`src/rtl/pkg_uart.sv`:
```
// Shared UART types and constants: line mode, divisor/bit-index types and default frame geometry.
// count_t is the old fixed 4-bit bit counter type, still used by older blocks.
package pkg_uart;
  localparam int UART_OSR      = 16;
  localparam int UART_MAX_BITS = 12;
  localparam int UART_DIV_W    = 16;
  localparam int UART_BIT_W    = $clog2(UART_MAX_BITS);

  typedef enum logic {TX_MODE = 1'b0, RX_MODE = 1'b1} uart_mode_e;
  typedef logic [UART_DIV_W-1:0] div_t;
  typedef logic [UART_BIT_W-1:0] bit_idx_t;
  typedef logic [3:0]            count_t;
endpackage

```
`src/rtl/uart_tick_gen.sv`:
```
// Baud prescaler: emits o_tick every i_divisor enabled cycles while i_run is high (combinational from pre_cnt_q).
// Stalls on i_ena low; i_divisor must be nonzero.
module uart_tick_gen
  import pkg_uart::*;
#(
  parameter int DIV_W = UART_DIV_W
) (
  input  logic             clk,
  input  logic             rst,
  input  logic             i_clear,
  input  logic             i_ena,
  input  logic             i_run,
  input  logic [DIV_W-1:0] i_divisor,
  output logic             o_tick
);

  logic [DIV_W-1:0] pre_cnt_q, pre_cnt_d;

  always_comb begin
    o_tick    = i_run & i_ena & (pre_cnt_q == (i_divisor - DIV_W'(1)));
    pre_cnt_d = pre_cnt_q;
    if (i_clear || !i_run) begin
      pre_cnt_d = '0;
    end else if (o_tick) begin
      pre_cnt_d = '0;
    end else if (i_ena) begin
      pre_cnt_d = pre_cnt_q + DIV_W'(1);
    end
  end

  always_ff @(posedge clk or negedge rst) begin
    if (!rst) pre_cnt_q <= '0;
    else      pre_cnt_q <= pre_cnt_d;
  end

endmodule

```
`src/rtl/uart_bit_timer.sv`:
```
// UART frame timer: prescaler + oversample counter + bit index; end-of-bit (TX) or mid-bit (RX) strobes.
// Busy from the cycle after start; i_ena low freezes all counters and suppresses every pulse.
module uart_bit_timer
  import pkg_uart::*;
#(
  parameter int DIV_W    = UART_DIV_W,
  parameter int OSR      = UART_OSR,
  parameter int MAX_BITS = UART_MAX_BITS,
  parameter int BIT_W    = $clog2(MAX_BITS)
) (
  input  logic             clk,
  input  logic             rst,
  input  logic             i_clear,
  input  logic             i_ena,
  input  logic             i_start,
  input  logic             i_mode,
  input  logic [DIV_W-1:0] i_divisor,
  input  logic [BIT_W:0]   i_num_bits,
  output logic             o_busy,
  output logic             o_tick,
  output logic             o_bit_strobe,
  output logic [BIT_W-1:0] o_bit_idx,
  output logic             o_done
);

  localparam int OS_W = $clog2(OSR);
  localparam int NB_W = BIT_W + 1;
  localparam logic [OS_W-1:0] OS_LAST = OS_W'(OSR - 1);
  localparam logic [OS_W-1:0] OS_MID  = OS_W'(OSR / 2 - 1);
  localparam logic IDLE = 1'b0;
  localparam logic RUN  = 1'b1;

  logic             state_q, state_d;
  uart_mode_e       mode_q, mode_d;
  logic [DIV_W-1:0] div_q, div_d;
  logic [NB_W-1:0]  num_bits_q, num_bits_d;
  logic [OS_W-1:0]  os_cnt_q, os_cnt_d;
  logic [BIT_W-1:0] bit_idx_q, bit_idx_d;

  logic [DIV_W-1:0] div_in;
  logic [NB_W-1:0]  nb_in;
  logic [NB_W-1:0]  last_idx;
  logic [OS_W-1:0]  strobe_pos;
  logic             done_raw;
  logic             start_ok;

  uart_tick_gen #(.DIV_W(DIV_W)) u_tick_gen (
    .clk       (clk),
    .rst       (rst),
    .i_clear   (i_clear),
    .i_ena     (i_ena),
    .i_run     (state_q),
    .i_divisor (div_q),
    .o_tick    (o_tick)
  );

  always_comb begin
    div_in = (i_divisor == '0) ? DIV_W'(1) : i_divisor;
    if (i_num_bits == '0)                    nb_in = NB_W'(1);
    else if (i_num_bits > NB_W'(MAX_BITS))   nb_in = NB_W'(MAX_BITS);
    else                                     nb_in = i_num_bits;

    last_idx     = num_bits_q - NB_W'(1);
    strobe_pos   = (mode_q == RX_MODE) ? OS_MID : OS_LAST;
    o_busy       = (state_q == RUN);
    o_bit_idx    = bit_idx_q;
    o_bit_strobe = o_tick & (os_cnt_q == strobe_pos);
    done_raw     = o_bit_strobe & ({1'b0, bit_idx_q} == last_idx);
    o_done       = done_raw & ~i_clear;
    // A restart is legal in the done cycle so frames can run back to back.
    start_ok     = i_start & ~i_clear & (~o_busy | done_raw);

    state_d    = state_q;
    mode_d     = mode_q;
    div_d      = div_q;
    num_bits_d = num_bits_q;
    os_cnt_d   = os_cnt_q;
    bit_idx_d  = bit_idx_q;

    if (i_clear) begin
      state_d   = IDLE;
      os_cnt_d  = '0;
      bit_idx_d = '0;
    end else if (start_ok) begin
      state_d    = RUN;
      mode_d     = uart_mode_e'(i_mode);
      div_d      = div_in;
      num_bits_d = nb_in;
      os_cnt_d   = '0;
      bit_idx_d  = '0;
    end else if (done_raw) begin
      state_d   = IDLE;
      os_cnt_d  = '0;
      bit_idx_d = '0;
    end else if (o_tick) begin
      if (os_cnt_q == OS_LAST) begin
        os_cnt_d  = '0;
        bit_idx_d = bit_idx_q + BIT_W'(1);
      end else begin
        os_cnt_d  = os_cnt_q + OS_W'(1);
      end
    end
  end

  always_ff @(posedge clk or negedge rst) begin
    if (!rst) begin
      state_q    <= IDLE;
      mode_q     <= TX_MODE;
      div_q      <= '0;
      num_bits_q <= '0;
      os_cnt_q   <= '0;
      bit_idx_q  <= '0;
    end else begin
      state_q    <= state_d;
      mode_q     <= mode_d;
      div_q      <= div_d;
      num_bits_q <= num_bits_d;
      os_cnt_q   <= os_cnt_d;
      bit_idx_q  <= bit_idx_d;
    end
  end

endmodule

```
`config.mk`:
```
export PLATFORM = sky130hd
export DESIGN_NAME = uart_bit_timer
export DESIGN_NICKNAME = d
export VERILOG_FILES = /design/src/rtl/pkg_uart.sv /design/src/rtl/uart_tick_gen.sv /design/src/rtl/uart_bit_timer.sv
export SDC_FILE = /design/constraint.sdc
export NUM_CORES = 1
export LEC_CHECK = 0
export CORE_ASPECT_RATIO = 0.7
export CORE_UTILIZATION = 61
export CTS_CLUSTER_SIZE = 25
export DETAILED_ROUTE_END_ITERATION = 10
export PLACE_DENSITY = 0.86
export SYNTH_ARGS = -nofsm -noshare
export SYNTH_HDL_FRONTEND = slang
export SYNTH_SLANG_ARGS = --single-unit
```
`constraint.sdc`:
```
create_clock -name clk -period 4.6 [get_ports clk]
set_input_delay 0.46 -clock clk [delete_from_list [all_inputs] [get_ports clk]]
set_output_delay 0.46 -clock clk [all_outputs]
set_load 0.005 [all_outputs]
```
# Word level (Yosys, flattened, before mapping)
# Cells that the tools add are included.
[word_totals] ff_bits=47 wordCells=57
[op_classes] n_addsub=5 order_cmp=1 eq_ne=4 n_mux=20 n_bitwise=10 reduce_logical=10
[op_table] cell="$mux W16" count=4
[op_table] cell="$mux W4" count=11
[op_table] cell="$add A16 B1 Y16 const B" count=1
[op_table] cell="$eq A16 B16 Y1" count=1
[op_table] cell="$logic_not A16 Y1" count=1
[op_table] cell="$sub A16 B1 Y16 const B" count=1
[op_table] cell="$mux W5" count=2
[op_table] cell="$add A4 B1 Y4 const B" count=2
[op_table] cell="$reduce_bool A4 Y1" count=2
[op_table] cell="$and A1 B1 Y1" count=7
[op_table] cell="$reduce_bool A3 Y1" count=2
[op_table] cell="$eq A4 B5 Y1" count=1
[op_table] cell="$gt A5 B4 Y1 const B" count=1
[op_table] cell="$logic_not A5 Y1" count=1
[op_table] cell="$sub A5 B1 Y5 const B" count=1
[op_table] cell="$eq A4 B4 Y1" count=1
[op_table] cell="$eq A4 B4 Y1 const B" count=1
[op_table] cell="$reduce_and A2 Y1" count=2
[op_table] cell="$mux W1" count=3
[op_table] cell="$not A1 Y1" count=2
[op_table] cell="$logic_not A1 Y1" count=1
[op_table] cell="$logic_or A1 B1 Y1" count=1
[op_table] cell="$or A1 B1 Y1" count=1

# Depth between registers and ports, before layout
# Gate-level depths: netlist of the first run.
[depth] word_depth=9 ltp_mapped=11 ltp_nobuf=9

# Modules after synthesis
# From an unflattened synthesis of the first run, not the netlist that was laid out.
[hier_totals] cells_unflattened=298 hier_area_um2=3015.4
[by_module_without_submodules] mod="uart_bit_timer" n_inst=1 cells_per_inst=120 area_per_inst_um2=1525.2 seq_area_each_um2=775.7
[by_module_without_submodules] mod="uart_tick_gen" n_inst=1 cells_per_inst=178 area_per_inst_um2=1490.2 seq_area_each_um2=400.4

# Worst setup path after synthesis of the first run
# OpenSTA, ideal clock, no wires.
[synth_path] kind="flip-flop to output port" start="register div_q[0]" end="output port o_bit_strobe" arrival_time_ns=2.686 required_time_ns=4.140 setup_slack_ns=1.454 stages_incl_launch_ff=10 path_buffers=1 cell_sequence="dfrtp_1 > inv_1 > ha_1 > or4b_4 > or3_1 > o21ai_0 > nand4_1 > or4_1 > clkbuf_1 > nor3b_1"
[synth_between] elab_chain_cells=4
[synth_rtl] element="from (decl)" line="uart_bit_timer.sv:35" source="logic [DIV_W-1:0] div_q, div_d;"
[synth_rtl] element="from (signal assigned)" line="uart_bit_timer.sv:116" source="div_q <= div_d;"
[synth_rtl] element="$sub A16 B1 Y16" line="uart_tick_gen.sv:20" source="o_tick = i_run & i_ena & (pre_cnt_q == (i_divisor - DIV_W'(1)));"
[synth_rtl] element="$eq A16 B16 Y1" line="uart_tick_gen.sv:20"
[synth_rtl] element="$and A1 B1 Y1" line="uart_tick_gen.sv:20"
[synth_rtl] element="$and A1 B1 Y1" line="uart_bit_timer.sv:67" source="o_bit_strobe = o_tick & (os_cnt_q == strobe_pos);"
[synth_rtl] element="to (decl)" line="uart_bit_timer.sv:21" source="output logic o_bit_strobe,"
# Every way passes these cells.

# Worst setup path in the final report of the first run
[layout_path] start="register div_q[0]" end="output port o_done"
[layout_between] elab_chain_cells=6
[layout_rtl] element="$sub A16 B1 Y16" line="uart_tick_gen.sv:20"
[layout_rtl] element="$eq A16 B16 Y1" line="uart_tick_gen.sv:20"
[layout_rtl] element="$and A1 B1 Y1" line="uart_tick_gen.sv:20"
[layout_rtl] element="$and A1 B1 Y1" line="uart_bit_timer.sv:67"
[layout_rtl] element="$and A1 B1 Y1" line="uart_bit_timer.sv:68" source="done_raw = o_bit_strobe & ({1'b0, bit_idx_q} == last_idx);"
[layout_rtl] element="$and A1 B1 Y1" line="uart_bit_timer.sv:69" source="o_done = done_raw & ~i_clear;"
[layout_rtl] element="to (decl)" line="uart_bit_timer.sv:23" source="output logic o_done"
# Every way passes these cells.

==> reports/metrics.cfg, run 1 <==
[setup_path]
critPathKind=register to primary output
arrival_ns=3.87
r2r_setup_slack_ns=0.87
cp-end-kind=primary output
reg2reg_from=div_q[0]$_DFFE_PN0P_
cp.required_ns=4.14
r2r-end=div_q[4]$_DFFE_PN0P_
cp_max_fo=7
rr_worst_depth=10
start_kind=register

[timing]
slew_violations=0
max_freq_ghz=0.2308
skew_ns=0.006664
rsz0062_at_grt=false
tightest_slew_ns=1.056
hold_viol=0
period_share_pct=94.17
setup_ws_ns=0.2682
relSlewSlack_pct=29.58
setup_viol=0
min_period_ns=4.332
tns_ns=0

[yosys]
synth_area_per_cell_sq_um=9.326
synth_top_cell_by_area=dfrtp_1
synth_cell_types=52
syn_area_sq_um=3022
syn_nets=356
yosys_warnings=0
seq_area_frac_synth_pct=38.92
synthesis.instances=324
synth_area_leaders=dfrtp_1 (39%), mux2_2 (6.0%), xnor2_1 (4.3%), nand4_1 (2.9%), xor2_1 (2.9%)
synth_top_cell_area_share_pct=38.92
synthFlopType=dfrtp_1
async_flop_share_pct=100.0
synth_edf_count=0
synth_seq_cells=47

[floorplan]
dieHeight_um=60.89
io_pins=35
core-area_sq_um=4782
die-area_sq_um=5243
placementRows=21
floorplan.initialDensity_pct=63.19
die_w_um=86.12

[routing]
wl_per_cell_um=16.61
routed_wl_um=7010
drc=0
vias=2658
vias_per_cell=6.299
drt-initial-drc-count=285
dr.pass1.iters=5
drtAntennaViolNets=0

[clocking]
numClockSinks=47
clkSlewWorstSetupHoldPaths_ns=0.08
htree_levels=2
ctsRootBufferMaster=clkbuf_8
cts_made_buffers=5
cts_tree=done
post_cts_buffers=0
clk_path_buf_depth=2
worstSkewPairLatency_ns=0.30

[cells_and_area]
fin_util_pct=72.97
final_cell_mix=dfrtp_1 (47), clkdlybuf4s50_1 (33), inv_1 (22), nand2_1 (22), mux2_2 (16)
drive_above_1_share_pct=9.915
antenna_cells=0
fin_nets=386
area_growth_pct=15.49
final_common_cell=dfrtp_1

[job]
cap_violations=0

[global_route]
busiest_layer=met1
antenna_found_initial=0
grt_pass1_wl_um=11450
grt_util_met1_pct=43.86
gr-total-overflow=0
grt_pass1_vias=2325
met2_usage_pct=41.38
grtUsageTotal_pct=28.59
grtUsageMet3_pct=5.850
grt_max_degree=48

[power_and_ir_drop]
ir_drop_mv=0.1536
p_per_area_nw_per_um2=269.4
p_total_mw=0.9400
leakage_nw=1.410

[place]
post-place-ws_ns=0.7230
io_buffers=34
gp_congestion=0.8664
place_hpwl_um=5194

[min_path]
min_path_type=input port to async pin

[outcome]
status=finished, final reports clean

[per-stage QoR]
step	hold slack (ns)	area, sq um	instances
after global placement	0.5115	3416	416
after CTS	0.3715	3488	422
after detailed placement	0.5151	3416	416
final	0.3471	3490	422
after global routing	0.4466	3490	422
after floorplan	0.1644	3022	324
[sequential cells by signal (all words and copies together), names as in the netlist]
name                  flops
div_q                    16
mode_q                    1
o_bit_idx                 4
os_cnt_q                  4
u_tick_gen.pre_cnt_q     16
o_busy                    1
num_bits_q                5
[worst max-delay path, cell delays in order (launching register included)]
cell and delay, ns:
dfrtp_1 0.43, inv_1 0.10, ha_1 0.23, or4b_4 0.50
or3_1 0.37, o21ai_0 0.27, nand4_1 0.16, or4_1 0.68
nor3b_1 0.28, clkdlybuf4s50_1 0.54
[where the power goes]
part           switching (mW)  internal (mW)  leakage [nW]
sequential             0.0540          0.448         0.608
combinational           0.101          0.106         0.765
clock                   0.130          0.102        0.0371
[cell usage after synthesis, drive strengths merged, types with 5 or more instances]
library cell  number
dfrtp             47
inv               22
nand2             22
mux2              16
xnor2             15
nand4             14
nor2              14
clkbuf            12
and3              11
nand3             11
o21ai             11
nor4              10
xor2              10
nor3               9
a21oi              8
mux2i              6
o311ai             6
a31oi              5
ha                 5
o211ai             5
o41ai              5
or4                5
[per-layer routing]
metal  up-vias  wire, um
met5         -         0
met4         0        65
met3        12       555
met2       108      2939
met1      1272      3449
li1       1266         -
[area by class of cell]
cell class | count | area, sq um
inverters | 22 | 82.58
multi-input cells | 239 | 1699
well taps | 69 | 86.33
repair buffers | 39 | 372.9
clock buffers | 6 | 72.57
flip-flops and latches | 47 | 1176
fillers | 362 | 1292
[repair_timing]
item / 4_1_cts / 5_1_grt
endpoints found under the setup margin: 0 / 1
hold buffers: 0 / 0
gates resized for setup: 0 / 1
[worst max-delay path by stage]
stage | from | to | slack [ns]
floorplan | div_q[0]$_DFFE_PN0P_ | o_bit_strobe | 1.45
global placement | div_q[0]$_DFFE_PN0P_ | o_done | 0.76
detailed placement | div_q[0]$_DFFE_PN0P_ | o_bit_strobe | 0.72
CTS | div_q[0]$_DFFE_PN0P_ | o_done | 0.35
global route | div_q[0]$_DFFE_PN0P_ | o_done | 0.07
finish | div_q[0]$_DFFE_PN0P_ | o_done | 0.27
[cell families (layout without fill, tap and decap cells)]
group	count (synthesis)	count (layout)	share of synthesized area (%)
adder cells (fa/ha/maj)	5	5	2.070
buffers and inverters	38	67	4.886
AND/OR/NAND/NOR	128	128	24.31
multiplexers	22	22	7.950
AO/OA/AOI/OAI	59	59	14.62
flip-flops	47	47	38.92
XOR/XNOR	25	25	7.246
No activity file was read; power rests on OpenSTA's default activity.
==> run 2: changes to the inputs <==
CORE_UTILIZATION = 56   (was 61)
PLACE_DENSITY = 0.8   (was 0.86)
clock period = 4.77 ns   (was 4.6 ns; I/O delays follow)
==> reports/metrics.cfg, run 2 (synthesized netlist as in run 1, its figures left out) <==
[outcome]
status=finished, final reports clean

[global_route]
grt_pass1_vias=2450
grt_max_degree=48
gr-total-overflow=0
grtUsageTotal_pct=26.70
grt_pass1_wl_um=12030
antenna_found_initial=0

[timing]
relSlewSlack_pct=30.73
slew_violations=0
max_freq_ghz=0.2247
tns_ns=0
min_period_ns=4.451
setup_viol=0
hold_viol=0
tightest_slew_ns=1.039
fin_hold_ws_ns=0.3676
rsz0062_at_grt=false
period_share_pct=93.31
skew_ns=0.005922

[floorplan]
die_w_um=89.80
io_pins=35
placementRows=21
core-area_sq_um=4992
die-area_sq_um=5698
floorplan.initialDensity_pct=60.53
dieHeight_um=63.46

[cells_and_area]
final_cells=423
final_cell_mix=dfrtp_1 (47), clkdlybuf4s50_1 (33), inv_1 (22), nand2_1 (22), mux2_2 (16)
reg_top3=div_q x16, u_tick_gen.pre_cnt_q x16, num_bits_q x5
final_common_cell=dfrtp_1
area_growth_pct=15.69
final_area_sq_um=3496
drive_above_1_share_pct=10.17
antenna_cells=0
fin_nets=387

[power_and_ir_drop]
clkPwrFrac_pct=24.4
leakage_nw=1.414
p_per_area_nw_per_um2=258.6
pwr-share-seq_pct=53.6
power.internal_mw=0.6317
p_total_mw=0.9040
ir_drop_mv=0.1952
p_sw_share_pct=30.12
switching_power_mw=0.2722
comb_power_share_pct=22.0

[setup_path]
arrival_ns=3.97
critPathKind=register to primary output
cp_max_fo=7
r2r_setup_slack_ns=1.03
cp.required_ns=4.29
cp-end-kind=primary output
reg2reg_from=div_q[0]$_DFFE_PN0P_
rr_worst_depth=10
start_kind=register
r2r-end=o_bit_idx[3]$_DFFE_PN0P_

[clocking]
ctsRootBufferMaster=clkbuf_8
worstSkewPairLatency_ns=0.30
post_cts_buffers=0
cts_tree=done
cts-resized-gates=0
cts_made_buffers=5
htree_levels=2
numClockSinks=47
clk_path_buf_depth=2
cts-hold-fix-buffers=0
clkSlewWorstSetupHoldPaths_ns=0.08

[place]
placed_cell_area_sq_um=3423
place_hpwl_um=5353
gp_congestion=0.9074
io_buffers=34
dpl.cell_count=417

[routing]
dr.pass1.iters=5
drtAntennaViolNets=0
vias_per_cell=6.416
vias=2714
wl_per_cell_um=17.13
routed_wl_um=7245
drt-initial-drc-count=202
drc=0

[min_path]
min_path_type=input port to async pin

[job]
cap_violations=0

## run 2: cell types whose count changed in the layout (fill, tap and decap cells not counted), sizes merged
cell  change
buf       +1
## run 2: cell type report
class                   instances  area, sq um
clock buffers                   6        72.57
fillers                       410         1496
inverters                      22        82.58
multi-input cells             239         1698
flip-flops and latches         47         1176
well taps                      69        86.33
repair buffers                 40        380.4
## run 2: worst max-delay path by stage
stage	startpoint	to	slack [ns]
3_3_place_gp	div_q[0]$_DFFE_PN0P_	o_bit_strobe	0.93
3_5_place_dp	div_q[0]$_DFFE_PN0P_	o_bit_strobe	0.72
5_1_grt	div_q[0]$_DFFE_PN0P_	o_bit_strobe	0.05
6_report	div_q[0]$_DFFE_PN0P_	o_bit_strobe	0.32
2_1_floorplan	div_q[0]$_DFFE_PN0P_	o_bit_strobe	1.61
4_1_cts	div_q[0]$_DFFE_PN0P_	o_bit_strobe	0.35
## run 2: per-stage QoR
step	setup WS (ns)	utilization [%]
finish	0.3192	70.03
floorplan	1.607	-
global placement	0.9301	68.57
global route	0.05112	70.03
detailed placement	0.7248	68.57
CTS	0.3466	70.03
## run 2: power groups by stage
stage / sequential (mW) / clock (mW) / combinational [mW]
after floorplan: 0.469 / 0 / 0.145
after global placement: 0.489 / 0 / 0.191
after detailed placement: 0.491 / 0 / 0.195
after CTS: 0.483 / 0.226 / 0.198
after global routing: 0.490 / 0.243 / 0.219
final: 0.484 / 0.221 / 0.199
## run 2: critical path: stages, from the launching register on
cell	delay (ns)
dfrtp_1	0.44
inv_1	0.10
ha_1	0.25
nor4b_1	0.43
a31oi_1	0.18
a2111oi_0	0.58
nor3_1	0.16
or4_1	0.72
nor3b_1	0.27
clkdlybuf4s50_1	0.54
## run 2: routing by layer
metal,track usage [%],vias up,wire length [um]
li1,-,1271,-
met4,7.377,0,85
met2,38.27,124,3065
met1,40.02,1306,3449
met5,0,-,0
met3,6.280,13,644
==> run 3: changes to the inputs <==
CORE_UTILIZATION = 64   (was 56)
DONT_BUFFER_PORTS = 1   (was default)
==> reports/metrics.cfg, run 3 (synthesized netlist as in run 1, its figures left out) <==
[power_and_ir_drop]
p_per_area_nw_per_um2=291.4
ir_drop_mv=0.1743
leakage_nw=1.298
p_total_mw=0.9254

[timing]
fin_hold_ws_ns=0.001075
max_freq_ghz=0.2333
min_period_ns=4.287
setup_viol=0
skew_ns=0.009661
hold_viol=0
rsz0062_at_grt=false
period_share_pct=89.88
relSlewSlack_pct=49.91
tns_ns=0
slew_violations=0
tightest_slew_ns=0.7324

[floorplan]
die_w_um=84.13
dieHeight_um=59.49
io_pins=35
die-area_sq_um=5005
floorplan.initialDensity_pct=68.22
placementRows=20
core-area_sq_um=4429

[global_route]
antenna_found_initial=0
grt_pass1_wl_um=11250
grtUsageTotal_pct=29.71
grt_max_degree=48
grt_pass1_vias=2266
gr-total-overflow=0

[setup_path]
r2r_setup_slack_ns=0.51
cp-end-kind=primary output
start_kind=register
cp_max_fo=7
cp.required_ns=4.29
critPathKind=register to primary output
rr_worst_depth=9
reg2reg_from=div_q[0]$_DFFE_PN0P_
r2r-end=o_bit_idx[3]$_DFFE_PN0P_
crit_end=o_done
arrival_ns=3.81
crit_start=div_q[0]$_DFFE_PN0P_

[clocking]
cts-hold-fix-buffers=1
cts-resized-gates=0
clkSlewWorstSetupHoldPaths_ns=0.09
clk_path_buf_depth=2
numClockSinks=47
post_cts_buffers=0
cts_tree=done
cts_made_buffers=5
htree_levels=2
worstSkewPairLatency_ns=0.31
ctsRootBufferMaster=clkbuf_8

[cells_and_area]
final_common_cell=dfrtp_1
area_growth_pct=5.093
fin_util_pct=71.69
reg_top3=div_q x16, u_tick_gen.pre_cnt_q x16, num_bits_q x5
fill_cells=342
multi_input_area_sq_um=1698
drive_above_1_share_pct=10.94
fin_nets=351
antenna_cells=0
seqCellArea_sq_um=1176
final_cell_mix=dfrtp_1 (47), inv_1 (22), nand2_1 (22), mux2_2 (16), xnor2_1 (15)

[job]
cap_violations=0

[routing]
drc=9
vias=2564
wl_per_cell_um=18.32
vias_per_cell=6.837
drt-initial-drc-count=220
drtAntennaViolNets=0
dr.pass1.iters=8
routed_wl_um=6870

[min_path]
min_path_type=input port to async pin

[outcome]
violations=DRC
status=complete, but fails checks

[place]
io_buffers=0
gp_congestion=0.8216
place_hpwl_um=4991

==> run 3: changes by cell type in the layout (fill, tap and decap cells not counted), sizes merged <==
cell           change
buf                -3
clkdlybuf4s50     -33
clkbuf             +2
==> run 3: area by class of cell <==
class                   count  share of cell area [%]
inverters                  22                   2.600
well taps                  55                   2.167
flip-flops and latches     47                   37.04
repair buffers              4                   1.576
multi-input cells         239                   53.47
clock buffers               8                   3.152
==> run 3: how the worst min path moves through the flow <==
| stage | startpoint | endpoint | cells past startpoint |
|---|---|---|---|
| 2_1_floorplan | rst | div_q[0]$_DFFE_PN0P_ | 0 |
| 3_3_place_gp | rst | os_cnt_q[2]$_DFFE_PN0P_ | 0 |
| 3_5_place_dp | rst | os_cnt_q[2]$_DFFE_PN0P_ | 0 |
| 4_1_cts | rst | os_cnt_q[2]$_DFFE_PN0P_ | 1 |
| 5_1_grt | rst | o_bit_idx[0]$_DFFE_PN0P_ | 1 |
| 6_report | rst | os_cnt_q[3]$_DFFE_PN0P_ | 1 |
==> run 3: report_power, final <==
part / total, mW / internal [mW] / switching [mW]
Combinational: 0.175 / 0.0850 / 0.0900
Sequential: 0.483 / 0.432 / 0.0517
Clock: 0.267 / 0.132 / 0.135
==> run 3: critical path: stages (launching register included) <==
cell,delay (ns)
dfrtp_1,0.45
inv_1,0.10
ha_1,0.24
nor4b_1,0.52
a31oi_1,0.20
a2111oi_0,0.67
nor3_1,0.19
or4_1,0.72
nor3b_1,0.42
==> run 3: per-stage QoR <==
| stage | instances | setup WS, ns | area, sq um |
|---|---|---|---|
| global placement | 366 | 0.7238 | 3048 |
| global route | 375 | 0.1428 | 3176 |
| detailed placement | 366 | 0.6779 | 3048 |
| CTS | 375 | 0.6112 | 3176 |
| floorplan | 324 | 1.607 | 3022 |
| finish | 375 | 0.4829 | 3176 |
==> run 3: layer usage <==
layer	vias to the layer above	GRT usage, %	routed length [um]
li1	1199	-	-
met1	1257	46.01	3375
met2	98	41.92	2834
met3	10	6.546	574
met4	0	7.882	85
met5	-	0	0
